`src/rtl/enigma_stepper_core.sv`:
```
`default_nettype none
// ============================================================================
//  Module   : enigma_stepper_core
//  Function : Sequential N-rotor Enigma engine with odometer stepping, a
//             valid/ready letter input and a one-cycle ciphertext pulse.
//             Define ENIGMA_DOUBLE_STEP_EN for the historical double-step.
//  Revision : 1.0 - initial release
// ============================================================================
module enigma_stepper_core #(
  parameter int                      NUM_ROTORS = 3,
  parameter int                      ALPHA      = 26,
  parameter int                      NOTCH      = 25,
  parameter logic [5*NUM_ROTORS-1:0] RING       = '0
) (
  input  logic                      clk,
  input  logic                      rst,
  input  logic                      load,
  input  logic [5*NUM_ROTORS-1:0]   pos_load,
  input  logic                      in_valid,
  input  logic [4:0]                in_char,
  output logic                      in_ready,
  output logic                      out_valid,
  output logic [4:0]                out_char,
  output logic                      err,
  output logic [5*NUM_ROTORS-1:0]   pos_out
);

  localparam int c_LW = 5;
  localparam int c_SW = $clog2(NUM_ROTORS * (ALPHA - 1) + 1);
  localparam int c_OW = $clog2(3 * ALPHA);
`ifdef ENIGMA_DOUBLE_STEP_EN
  localparam bit c_DOUBLE = 1'b1;
`else
  localparam bit c_DOUBLE = 1'b0;
`endif

  typedef enum logic [1:0] {
    S_IDLE = 2'd0,
    S_STEP = 2'd1,
    S_SUM  = 2'd2,
    S_OUT  = 2'd3
  } state_t;

  state_t                               state_q, state_d;
  logic [NUM_ROTORS-1:0][c_LW-1:0]      pos_q, pos_d;
  logic [c_LW-1:0]                      x_q, x_d;
  logic [c_SW-1:0]                      sum_q, sum_d;
  logic [c_LW-1:0]                      out_char_q, out_char_d;
  logic                                 out_valid_q, out_valid_d;
  logic                                 err_q, err_d;

  logic [NUM_ROTORS-1:0]                w_step;
  logic [NUM_ROTORS-1:0]                w_at_notch;
  logic [NUM_ROTORS-1:0][c_LW-1:0]      w_pos_inc;
  logic [NUM_ROTORS-1:0][c_LW-1:0]      w_load_mod;
  logic [NUM_ROTORS-1:0][c_LW-1:0]      w_term;
  logic [c_SW-1:0]                      w_sum;
  logic [c_LW-1:0]                      w_s_mod;
  logic [c_OW-1:0]                      w_val;
  logic [c_LW-1:0]                      w_cipher;
  logic                                 w_bad_char;

  // Per-rotor helpers: increment with wrap, notch detect, ring-offset term.
  for (genvar i = 0; i < NUM_ROTORS; i++) begin : g_rotor
    logic [c_LW:0] w_raw;
    assign w_at_notch[i] = (pos_q[i] == c_LW'(NOTCH));
    assign w_pos_inc[i]  = (pos_q[i] == c_LW'(ALPHA - 1)) ? '0 : pos_q[i] + c_LW'(1);
    assign w_load_mod[i] = c_LW'(32'(pos_load[c_LW*i +: c_LW]) % 32'(ALPHA));
    assign w_raw         = {1'b0, pos_q[i]} + {1'b0, RING[c_LW*i +: c_LW]};
    assign w_term[i]     = (w_raw >= (c_LW+1)'(ALPHA)) ? c_LW'(w_raw - (c_LW+1)'(ALPHA))
                                                        : w_raw[c_LW-1:0];
  end

  // Step carry ripples from rotor 0 using pre-step positions.
  always_comb begin
    w_step    = '0;
    w_step[0] = 1'b1;
    for (int i = 1; i < NUM_ROTORS; i++) begin
      w_step[i] = w_step[i-1] & w_at_notch[i-1];
      if (c_DOUBLE && (i < NUM_ROTORS - 1) && w_at_notch[i]) begin
        w_step[i] = 1'b1;
      end
    end
  end

  always_comb begin
    w_sum = '0;
    for (int i = 0; i < NUM_ROTORS; i++) begin
      w_sum = w_sum + c_SW'(w_term[i]);
    end
  end

  // (ALPHA-1 - x - 2S) mod ALPHA, biased by 2*ALPHA so the value stays in [0, 3*ALPHA).
  assign w_s_mod  = c_LW'(32'(sum_q) % 32'(ALPHA));
  assign w_val    = c_OW'(ALPHA - 1) - c_OW'(x_q) + c_OW'(2 * ALPHA) - c_OW'({w_s_mod, 1'b0});
  assign w_cipher = (w_val >= c_OW'(2 * ALPHA)) ? c_LW'(w_val - c_OW'(2 * ALPHA)) :
                    (w_val >= c_OW'(ALPHA))     ? c_LW'(w_val - c_OW'(ALPHA))     :
                                                  c_LW'(w_val);

  assign w_bad_char = ({1'b0, in_char} >= (c_LW+1)'(ALPHA));
  assign in_ready   = (state_q == S_IDLE) && !load;

  always_comb begin
    state_d     = state_q;
    pos_d       = pos_q;
    x_d         = x_q;
    sum_d       = sum_q;
    out_char_d  = out_char_q;
    out_valid_d = 1'b0;
    err_d       = 1'b0;
    case (state_q)
      S_IDLE: begin
        if (load) begin
          pos_d = w_load_mod;
        end else if (in_valid) begin
          x_d = in_char;
          if (w_bad_char) begin
            err_d = 1'b1;
          end else begin
            state_d = S_STEP;
          end
        end
      end
      S_STEP: begin
        for (int i = 0; i < NUM_ROTORS; i++) begin
          if (w_step[i]) begin
            pos_d[i] = w_pos_inc[i];
          end
        end
        state_d = S_SUM;
      end
      S_SUM: begin
        sum_d   = w_sum;
        state_d = S_OUT;
      end
      S_OUT: begin
        out_char_d  = w_cipher;
        out_valid_d = 1'b1;
        state_d     = S_IDLE;
      end
      default: state_d = S_IDLE;
    endcase
  end

  always_ff @(posedge clk) begin
    if (rst) begin
      state_q     <= S_IDLE;
      pos_q       <= '0;
      x_q         <= '0;
      sum_q       <= '0;
      out_char_q  <= '0;
      out_valid_q <= 1'b0;
      err_q       <= 1'b0;
    end else begin
      state_q     <= state_d;
      pos_q       <= pos_d;
      x_q         <= x_d;
      sum_q       <= sum_d;
      out_char_q  <= out_char_d;
      out_valid_q <= out_valid_d;
      err_q       <= err_d;
    end
  end

  assign out_valid = out_valid_q;
  assign out_char  = out_char_q;
  assign err       = err_q;
  assign pos_out   = pos_q;

endmodule
`default_nettype wire

```
`config.mk`:
```
export PLATFORM = sky130hd
export DESIGN_NAME = enigma_stepper_core
export DESIGN_NICKNAME = d
export VERILOG_FILES = /design/src/rtl/enigma_stepper_core.sv
export SDC_FILE = /design/constraint.sdc
export NUM_CORES = 1
export LEC_CHECK = 0
export ABC_CLOCK_PERIOD_IN_PS = 5200
export CAP_MARGIN = 40
export CORE_ASPECT_RATIO = 0.6
export CORE_MARGIN = 8
export CORE_UTILIZATION = 50
export CTS_CLUSTER_SIZE = 8
export DETAILED_ROUTE_END_ITERATION = 8
export PLACE_DENSITY = 0.82
export SETUP_SLACK_MARGIN = 0.05
export SKIP_CTS_REPAIR_TIMING = 1
export SLEW_MARGIN = 5
export SYNTH_ARGS = -nofsm -noshare
export SYNTH_HDL_FRONTEND = slang
export SYNTH_SLANG_ARGS = --single-unit
```
`constraint.sdc`:
```
create_clock -name clk -period 5.2 [get_ports clk]
set_clock_uncertainty 0.05 [all_clocks]
set_input_delay 0.78 -clock clk [delete_from_list [all_inputs] [get_ports clk]]
set_output_delay 0.78 -clock clk [all_outputs]
set_load 0.05 [all_outputs]
```
# Yosys cells after proc, flatten, opt, wreduce, memory -nomap -nowiden
# Index checks and enable logic that the tools add are counted.
# word_totals
regBits	36
output_inout_bits	23
elab_cells	76
# classes
n_addsub	13
n_div	4
order_cmp	6
n_eq_ne	12
muxes	18
bitwise	4
n_reduce_logical	10
# op_table
op	count
5-bit by 5-bit modulo with 32-bit output (second input constant)	3
5-bit two-way mux	10
7-bit by 5-bit modulo with 32-bit output (second input constant)	1
15-bit case mux with 2 select lines	1
5-bit subtractor (second input constant)	5
5-bit >= comparator (second input constant)	4
5-bit by 1-bit adder with 5-bit output (second input constant)	3
5-bit == test (second input constant)	3
15-bit two-way mux	1
2-bit != test (second input constant)	6
3-bit AND reduction	4
2-bit case mux with 4 select lines	1
6-bit by 5-bit adder with 7-bit output	1
7-bit by 6-bit adder with 7-bit output (second input constant)	1
7-bit by 5-bit >= comparator with 1-bit output (second input constant)	1
7-bit by 6-bit >= comparator with 1-bit output (second input constant)	1
7-bit by 6-bit subtractor with 7-bit output	1
5-bit by 5-bit adder with 6-bit output	1
2-bit two-way mux	3
5-bit by 5-bit subtractor with 6-bit output (first input constant)	1
2-bit == test (second input constant)	2
4-bit OR reduction	1
1-bit NOT	3
2-bit by 1-bit == test with 1-bit output (second input constant)	1
7 further kinds	8

# Longest topological paths before layout
# Gate-level depths: netlist (run 1).
# logic_depth
ltp_word	6
ltp_mapped	22

# Least setup slack after synthesis (run 1)
# Ideal clock, no wire load.
# synth_path
kind	reg2reg
start	register sum_q[4]
end	register out_char_q[1], in the netlist out_char[1]
arrival_ps	4174
setup_slack_ps	881
stages_incl_launch_ff	20
n_path_buf	2
path_cell_list	dfxtp_1 -> buf_2 -> inv_1 -> ha_1 -> and4b_1 -> o221ai_1 -> nand4_2 -> buf_2 -> o221a_2 -> o211ai_1 -> o21ai_0 -> ha_1 -> inv_1 -> ha_1 -> a211o_1 -> a2111oi_4 -> a2111oi_2 -> a31o_1 -> or4_1 -> o311ai_1
# synth_between
elab_chain_cells	5
elab_cells_between_ends	8
# synth_lines
item	line_no	rtl
start, declared	47	logic [c_SW-1:0] sum_q, sum_d;
start signal, assigned	158	sum_q <= sum_d;
7-bit by 5-bit modulo with 32-bit output *	94	assign w_s_mod = c_LW'(32'(sum_q) % 32'(ALPHA));
7-bit by 6-bit subtractor with 7-bit output *	95	assign w_val = c_OW'(ALPHA - 1) - c_OW'(x_q) + c_OW'(2 * ALPHA) - c_OW'({w_s_mod, 1'b0});
7-bit by 5-bit >= comparator with 1-bit output or 5-bit subtractor (tied branches)	97	(w_val >= c_OW'(ALPHA)) ? c_LW'(w_val - c_OW'(ALPHA)) :
5-bit two-way mux	97	
5-bit two-way mux *	96	assign w_cipher = (w_val >= c_OW'(2 * ALPHA)) ? c_LW'(w_val - c_OW'(2 * ALPHA)) :
end signal, assigned	159	out_char_q <= out_char_d;
end, declared	48	logic [c_LW-1:0] out_char_q, out_char_d;
# Mark *: on every way between the ends. The rest lies on a longest branch, timed or not.
# A chain may end at the register's enable or synchronous reset.

# Worst setup path after layout (run 1)
# layout_path
start	register sum_q[3]
end	register out_char_q[1], in the netlist out_char[1]
# The elaborated chain is that of the path after synthesis.

==> out/summary.txt, run 1 <==
Run status - complete, no violations
Slowest cell on crit path - or4_1
Core area - 7207 um2
Total CTS buffers - 5
Worst Hold Class - reg2reg
Drt wl/cell - 15.99 um
Post-synth cell types - 59
Worst vdd ir - 357.1 uV
Pin count of the biggest net entering global routing - 39
Total track usage - 0.1799
Fraction of layout cells with a size suffix above 1 - 0.06299
Avg Inst Size Synth - 7.903 um2
Total power - 0.002581 W
Yosys reg bits - 36
Root Driver - clkbuf_16
Initial antenna violation count - 0
Setup TNS after final layout - 0 ps
Fmax - 210.7 MHz
Largest stage delay on the critical path - 490 ps
Die Span X - 127.0 um
Post-route ant nets - 0
Final wirelength - 9581 um
First-pass GRT wire length - 15,870 um
Critical path type - reg2reg
Final Net Count - 586
N_diodes - 0
Sequential-to-total area share from yosys stat - 0.1949
Initial drt markers - 345
Final hold vios - 0
Initial core utilization - 0.5132
Worst Tran Pin Value - 796.4 ps
GRT overflow - 0
# DRC - 0
Worst path cell trace - inv_1 -> ha_1 -> nor4bb_1 -> o21ai_0 -> nand2_1 -> mux2_2 -> a21oi_1 -> o21ai_0 -> ha_1 -> inv_1 -> ha_1 -> a211o_1 -> a221o_2 -> a21oi_1 -> nor2_1 -> or4_1 -> o311ai_1
DR vias/cell - 5.880
Via count - 3,522
Die Y-Extent - 82.62 um
Skew-Pair Late Insertion Delay - 280 ps
Worst EP arrival - 4870 ps
Syn nets - 547
Htree depth - 2
Port Buffers - 46
Post-synth EDFFs - 0
Min Tclk post-route - 4747 ps
TritonRoute pass-1 iters - 5
Hpwl dp - 7287 um
Cell Area, Synth - 3699 um2
Share of flip-flops with an asynchronous set or reset - 0
CTS tree - done
Period Utilization, post-route - 0.9128
Ys Warns - 0
Area grow syn2layout - 19.96%
Clock sinks - 36
Max_cap viols - 0
Vias in the first global route - 3,393
Pwr dens - 581.8 nW/um2
Reg clk slew, reported paths - 60 ps
Worst rel slew slack - 0.4621
Die area - 10,500 um2
Max Slew Vio Count - 0
Req. time, crit path - 5320 ps
RSZ-0062 raised after global routing - false
Gp weighted congestion - 0.8751
CP Launch Type - flop
CP Capture Type - flop
Clock Path Buffers - 2
IO Count - 47
Leakage - 1.785 nW
Cells after synthesis - 468
Most frequent CP cell - ha_1
Largest fanout on the critical path - 11
Rows - 24
Setup Viol. Count Final - 0
Main flop type after synthesis - dfxtp_1
==> flip-flops by register name, indices dropped and copies added (netlist names) <==
register	cells
out_char	5
state_q	2
err	1
pos_out	15
sum_q	7
x_q	5
out_valid	1
==> synth_stat cells, types with 3 or more instances <==
master,number,area [um2]
nand2_1,32,120.1
buf_2,6,30.03
clkbuf_1,9,33.78
o221ai_1,5,43.79
o211ai_1,13,97.59
o21a_1,6,45.04
a21boi_0,5,37.54
fa_1,7,140.1
a21oi_1,32,160.2
o21ai_0,31,155.2
nor3_1,3,15.01
nand2b_1,11,68.82
xnor2_1,14,122.6
mux2i_1,8,80.08
nand3_1,14,70.07
nand3b_1,6,45.04
xor2_1,4,35.03
inv_1,54,202.7
a21o_1,6,45.04
nor3b_1,5,37.54
dfxtp_1,36,720.7
nor2b_1,8,50.05
o22ai_1,5,31.28
and2_1,7,43.79
nor2_1,32,120.1
o2111ai_1,3,26.28
o21ai_1,3,15.01
mux2_2,8,90.09
ha_1,48,600.6
o31ai_1,5,37.54
a211oi_1,9,67.56
==> where the power goes <==
group / internal, W / total [W] / switching, W
clock: 0.000252 / 0.000367 / 0.000115
sequential: 0.000351 / 0.000496 / 0.000145
combinational: 0.000657 / 0.00172 / 0.00106
total: 0.00126 / 0.00258 / 0.00132
==> worst paths after layout <==
check,to,slack (ps),depth (start not counted),from
min,out_char[2],450,2,out_char[2]
max reg2reg,out_char[1],450,17,sum_q[3]
min reg2reg,out_char[2],450,2,out_char[2]
max,out_char[1],450,17,sum_q[3]
==> placed cells by master, fill, tap and decap left out, types with 4 or more instances in the layout <==
master,instances
and2_1,7
fa_1,7
nor2b_1,8
nor3b_1,5
nand2b_1,11
dfxtp_1,33
o21ai_0,30
mux2i_1,7
xnor2_1,14
o22ai_1,5
o21a_1,6
a21oi_1,32
nand3_1,14
inv_1,54
xor2_1,4
a21boi_0,5
a211oi_1,9
o31ai_1,5
o221ai_1,5
ha_1,48
clkbuf_16,5
nor2_1,32
mux2_2,8
nand2_1,32
clkdlybuf4s50_1,46
nand3b_1,6
a21o_1,6
o211ai_1,13
o21ai_1,4
==> metrics by stage <==
stage,std cells,setup WS [ps],instance area [um2],utilization,hold WS (ps)
after global placement,590,617.8,4217,0.5851,412.7
after detailed placement,590,407.1,4217,0.5851,415.0
after global routing,599,111.0,4437,0.6156,458.2
after CTS,598,375.3,4399,0.6104,439.4
after floorplan,468,880.6,3699,-,395.8
final,599,453.5,4437,0.6156,445.9
==> layout make-up <==
cell class,count,area [um2]
clock buffers,7,152.6
well taps,91,113.9
clock inverters,1,30.03
flip-flops and latches,36,724.4
repair buffers,49,490.5
inverters,54,202.7
multi-input cells,361,2723
fillers,597,2770
==> per-layer routing <==
layer	vias up	GRT usage	wire length, um
met5	-	0	0
met4	0	0.03656	72
met3	9	0.03205	453
met2	85	0.2951	4338
met1	1692	0.2450	4716
li1	1736	-	-
==> critical path, delay by kind of cell (launching register included) <==
kind / cells / cell delay (ps)
muxes: 1 / 390
DFF: 1 / 430
adders and majority gates: 3 / 1010
and+or+nand+nor: 4 / 1140
AOI/OAI and AO/OA: 7 / 1490
buffers and inverters: 2 / 110
==> cells by family after synthesis <==
group,share of synthesized area
xor gates and xnor gates,0.04262
adders and majority gates,0.2033
DFF,0.1949
and+or+nand+nor,0.1813
buffers and inverters,0.07409
AOI/OAI and AO/OA,0.2578
muxes,0.04601
(Power assumes the default switching activity.)
==> inputs of run 2 (changes only) <==
--- a/config.mk
+++ b/config.mk
@@ -10,7 +10,7 @@
 export CORE_ASPECT_RATIO = 0.6
 export CORE_MARGIN = 8
 export CORE_UTILIZATION = 50
-export CTS_CLUSTER_SIZE = 8
+export CTS_CLUSTER_SIZE = 24
 export DETAILED_ROUTE_END_ITERATION = 8
 export PLACE_DENSITY = 0.82
 export SETUP_SLACK_MARGIN = 0.05
==> results of run 2 <==
No change in the layout: final DEF, timing and power equal those of run 1.
==> inputs of run 3 (changes only) <==
--- a/config.mk
+++ b/config.mk
@@ -13,6 +13,7 @@
 export CTS_CLUSTER_SIZE = 24
 export DETAILED_ROUTE_END_ITERATION = 8
 export PLACE_DENSITY = 0.82
+export REMOVE_ABC_BUFFERS = 1
 export SETUP_SLACK_MARGIN = 0.05
 export SKIP_CTS_REPAIR_TIMING = 1
 export SLEW_MARGIN = 5
==> run 3 against run 2 <==
Die area unchanged. Count of clock-buffer cells in the layout down 1. Highest routed layer unchanged. Critical endpoint unchanged. Hold slack got worse by 14 ps.
==> out/summary.txt, run 3 (synthesis gave the netlist of run 1 again) <==
Period Utilization, post-route - 0.9277 (+0.01486)
Die Span X - 127.0 um (unchanged)
Total CTS buffers - 5 (unchanged)
Vias in the first global route - 3,313 (-2.4%)
Drt wl/cell - 15.98 um (about the same)
Initial drt markers - 274 (-21%)
Final std cells w/o fill - 599 (unchanged)
CTS tree - done
Worst EP arrival - 4970 ps (+100 ps)
Rows - 24 (unchanged)
Total track usage - 0.1874 (+0.007565)
Skew-Pair Late Insertion Delay - 280 ps (about the same)
Final Net Count - 586 (unchanged)
Port Buffers - 46 (unchanged)
Most frequent cells in the layout - inv_1, ha_1, clkdlybuf4s50_1
Pin count of the biggest net entering global routing - 39 (unchanged)
Worst vdd ir - 321.3 uV (-10%)
Commonest non-fill, non-tap cell in the layout - inv_1
Fmax - 207.3 MHz (-1.6%)
Die Y-Extent - 82.62 um (unchanged)
Hold Startpoint - x_q[2]
Run status - complete, no violations
Clock Path Buffers - 2 (unchanged)
Largest fanout on the critical path - 14 (+3)
# DRC - 0 (unchanged)
N_diodes - 0 (unchanged)
CP Launch Type - flop
Worst rel slew slack - 0.4665 (+0.004379)
Htree depth - 2 (unchanged)
Initial core utilization - 0.5132 (unchanged)
Setup Viol. Count Final - 0 (unchanged)
WHS Endpoint - x_q[2]
Reg clk slew, reported paths - 60 ps (about the same)
Final hold vios - 0 (unchanged)
Hpwl dp - 7174 um (-1.5%)
Max Slew Vio Count - 0 (unchanged)
FF-to-FF setup slack - 380 ps (-80 ps)
Min Tclk post-route - 4824 ps (+77.28 ps)
DP Cell Count - 591 (+0.17%)
Hold Path Cell Cnt - 2 (unchanged)
WHS - 431.5 ps (-14.40 ps)
Core area - 7207 um2 (unchanged)
R2R depth - 17 (unchanged)
Root Driver - clkbuf_16
RSZ-0062 raised after global routing - false
Fraction of layout cells with a size suffix above 1 - 0.05118 (-0.01181)
Largest register FFs - 15 (unchanged)
Critical path type - reg2reg
Crit Reg-Reg Startpoint - sum_q[5]
Final wirelength - 9574 um (about the same)
Worst Tran Pin Value - 789.9 ps (-6.483 ps)
Clock sinks - 36 (unchanged)
CP Capture Type - flop
First-pass GRT wire length - 16,290 um (+2.6%)
Worst Hold Class - reg2reg
Area grow syn2layout - 18.84%
Setup TNS after final layout - 0 ps (unchanged)
Pwr dens - 576.2 nW/um2 (-0.97%)
R2R Path End - out_char[1]
Via count - 3,541 (+0.54%)
Gp weighted congestion - 0.9174 (+4.8%)
Max_cap viols - 0 (unchanged)
IO Count - 47 (unchanged)
Die area - 10,500 um2 (unchanged)
Initial antenna violation count - 0 (unchanged)
GRT overflow - 0 (unchanged)
Leakage - 1.769 nW (-0.87%)
TritonRoute pass-1 iters - 4 (-1)
Req. time, crit path - 5340 ps (+20 ps)
Post-route ant nets - 0 (unchanged)
DR vias/cell - 5.912 (+0.54%)
-- run 3: critical path, cell delays in order (launching register included) --
cell and delay, ps:
dfxtp_1 550, o21ai_0 200, inv_1 100, ha_1 150, nand2b_1 70, o221ai_1 300
nand4_2 370, xnor2_1 280, or3_1 320, and3_1 170, ha_1 290, ha_1 350
o21a_1 240, a2111oi_4 370, a2111oi_2 100, a31o_1 230, or4_1 510, o311ai_1 80
-- run 3: metrics by stage --
| step | utilization | worst slack, ps | cell area [um2] | power, W |
|---|---|---|---|---|
| floorplan | - | 806.8 | 3627 | 0.001705 |
| global placement | 0.5851 | 610.8 | 4217 | 0.002086 |
| detailed placement | 0.5872 | 477.0 | 4232 | 0.002146 |
| CTS | 0.6099 | 411.5 | 4395 | 0.002517 |
| global route | 0.6099 | 55.76 | 4395 | 0.002745 |
| finish | 0.6099 | 376.2 | 4395 | 0.002533 |
-- run 3: power breakdown --
group	leakage, nW	internal, W	switching (W)
logic	1.39	0.000651	0.00104
clock network	0.0808	0.000226	0.000124
registers	0.294	0.000350	0.000143
-- run 3: cell type report --
type / instances / area (um2)
fill: 632 / 2811
multi-input combinational: 361 / 2704
inverter: 54 / 202.7
clock buffer: 6 / 128.9
tap: 91 / 113.9
clock inverter: 2 / 35.03
timing repair buffer: 49 / 490.5
sequential: 36 / 720.7
-- run 3: worst max-delay path by stage --
stage / startpoint / end / slack [ps] / cells past startpoint
4_1_cts: sum_q[4] / out_char[1] / 410 / 17
3_3_place_gp: sum_q[3] / out_char[1] / 610 / 17
5_1_grt: sum_q[4] / out_char[1] / 60 / 17
2_1_floorplan: sum_q[4] / out_char[1] / 810 / 16
3_5_place_dp: sum_q[4] / out_char[1] / 480 / 17
6_report: sum_q[5] / out_char[1] / 380 / 17
-- run 3: per-layer routing --
layer	track usage	wire length, um	vias up
met5	0	0	-
met3	0.03846	671	8
li1	-	-	1744
met2	0.2925	4016	123
met1	0.2651	4826	1666
met4	0.03184	59	0
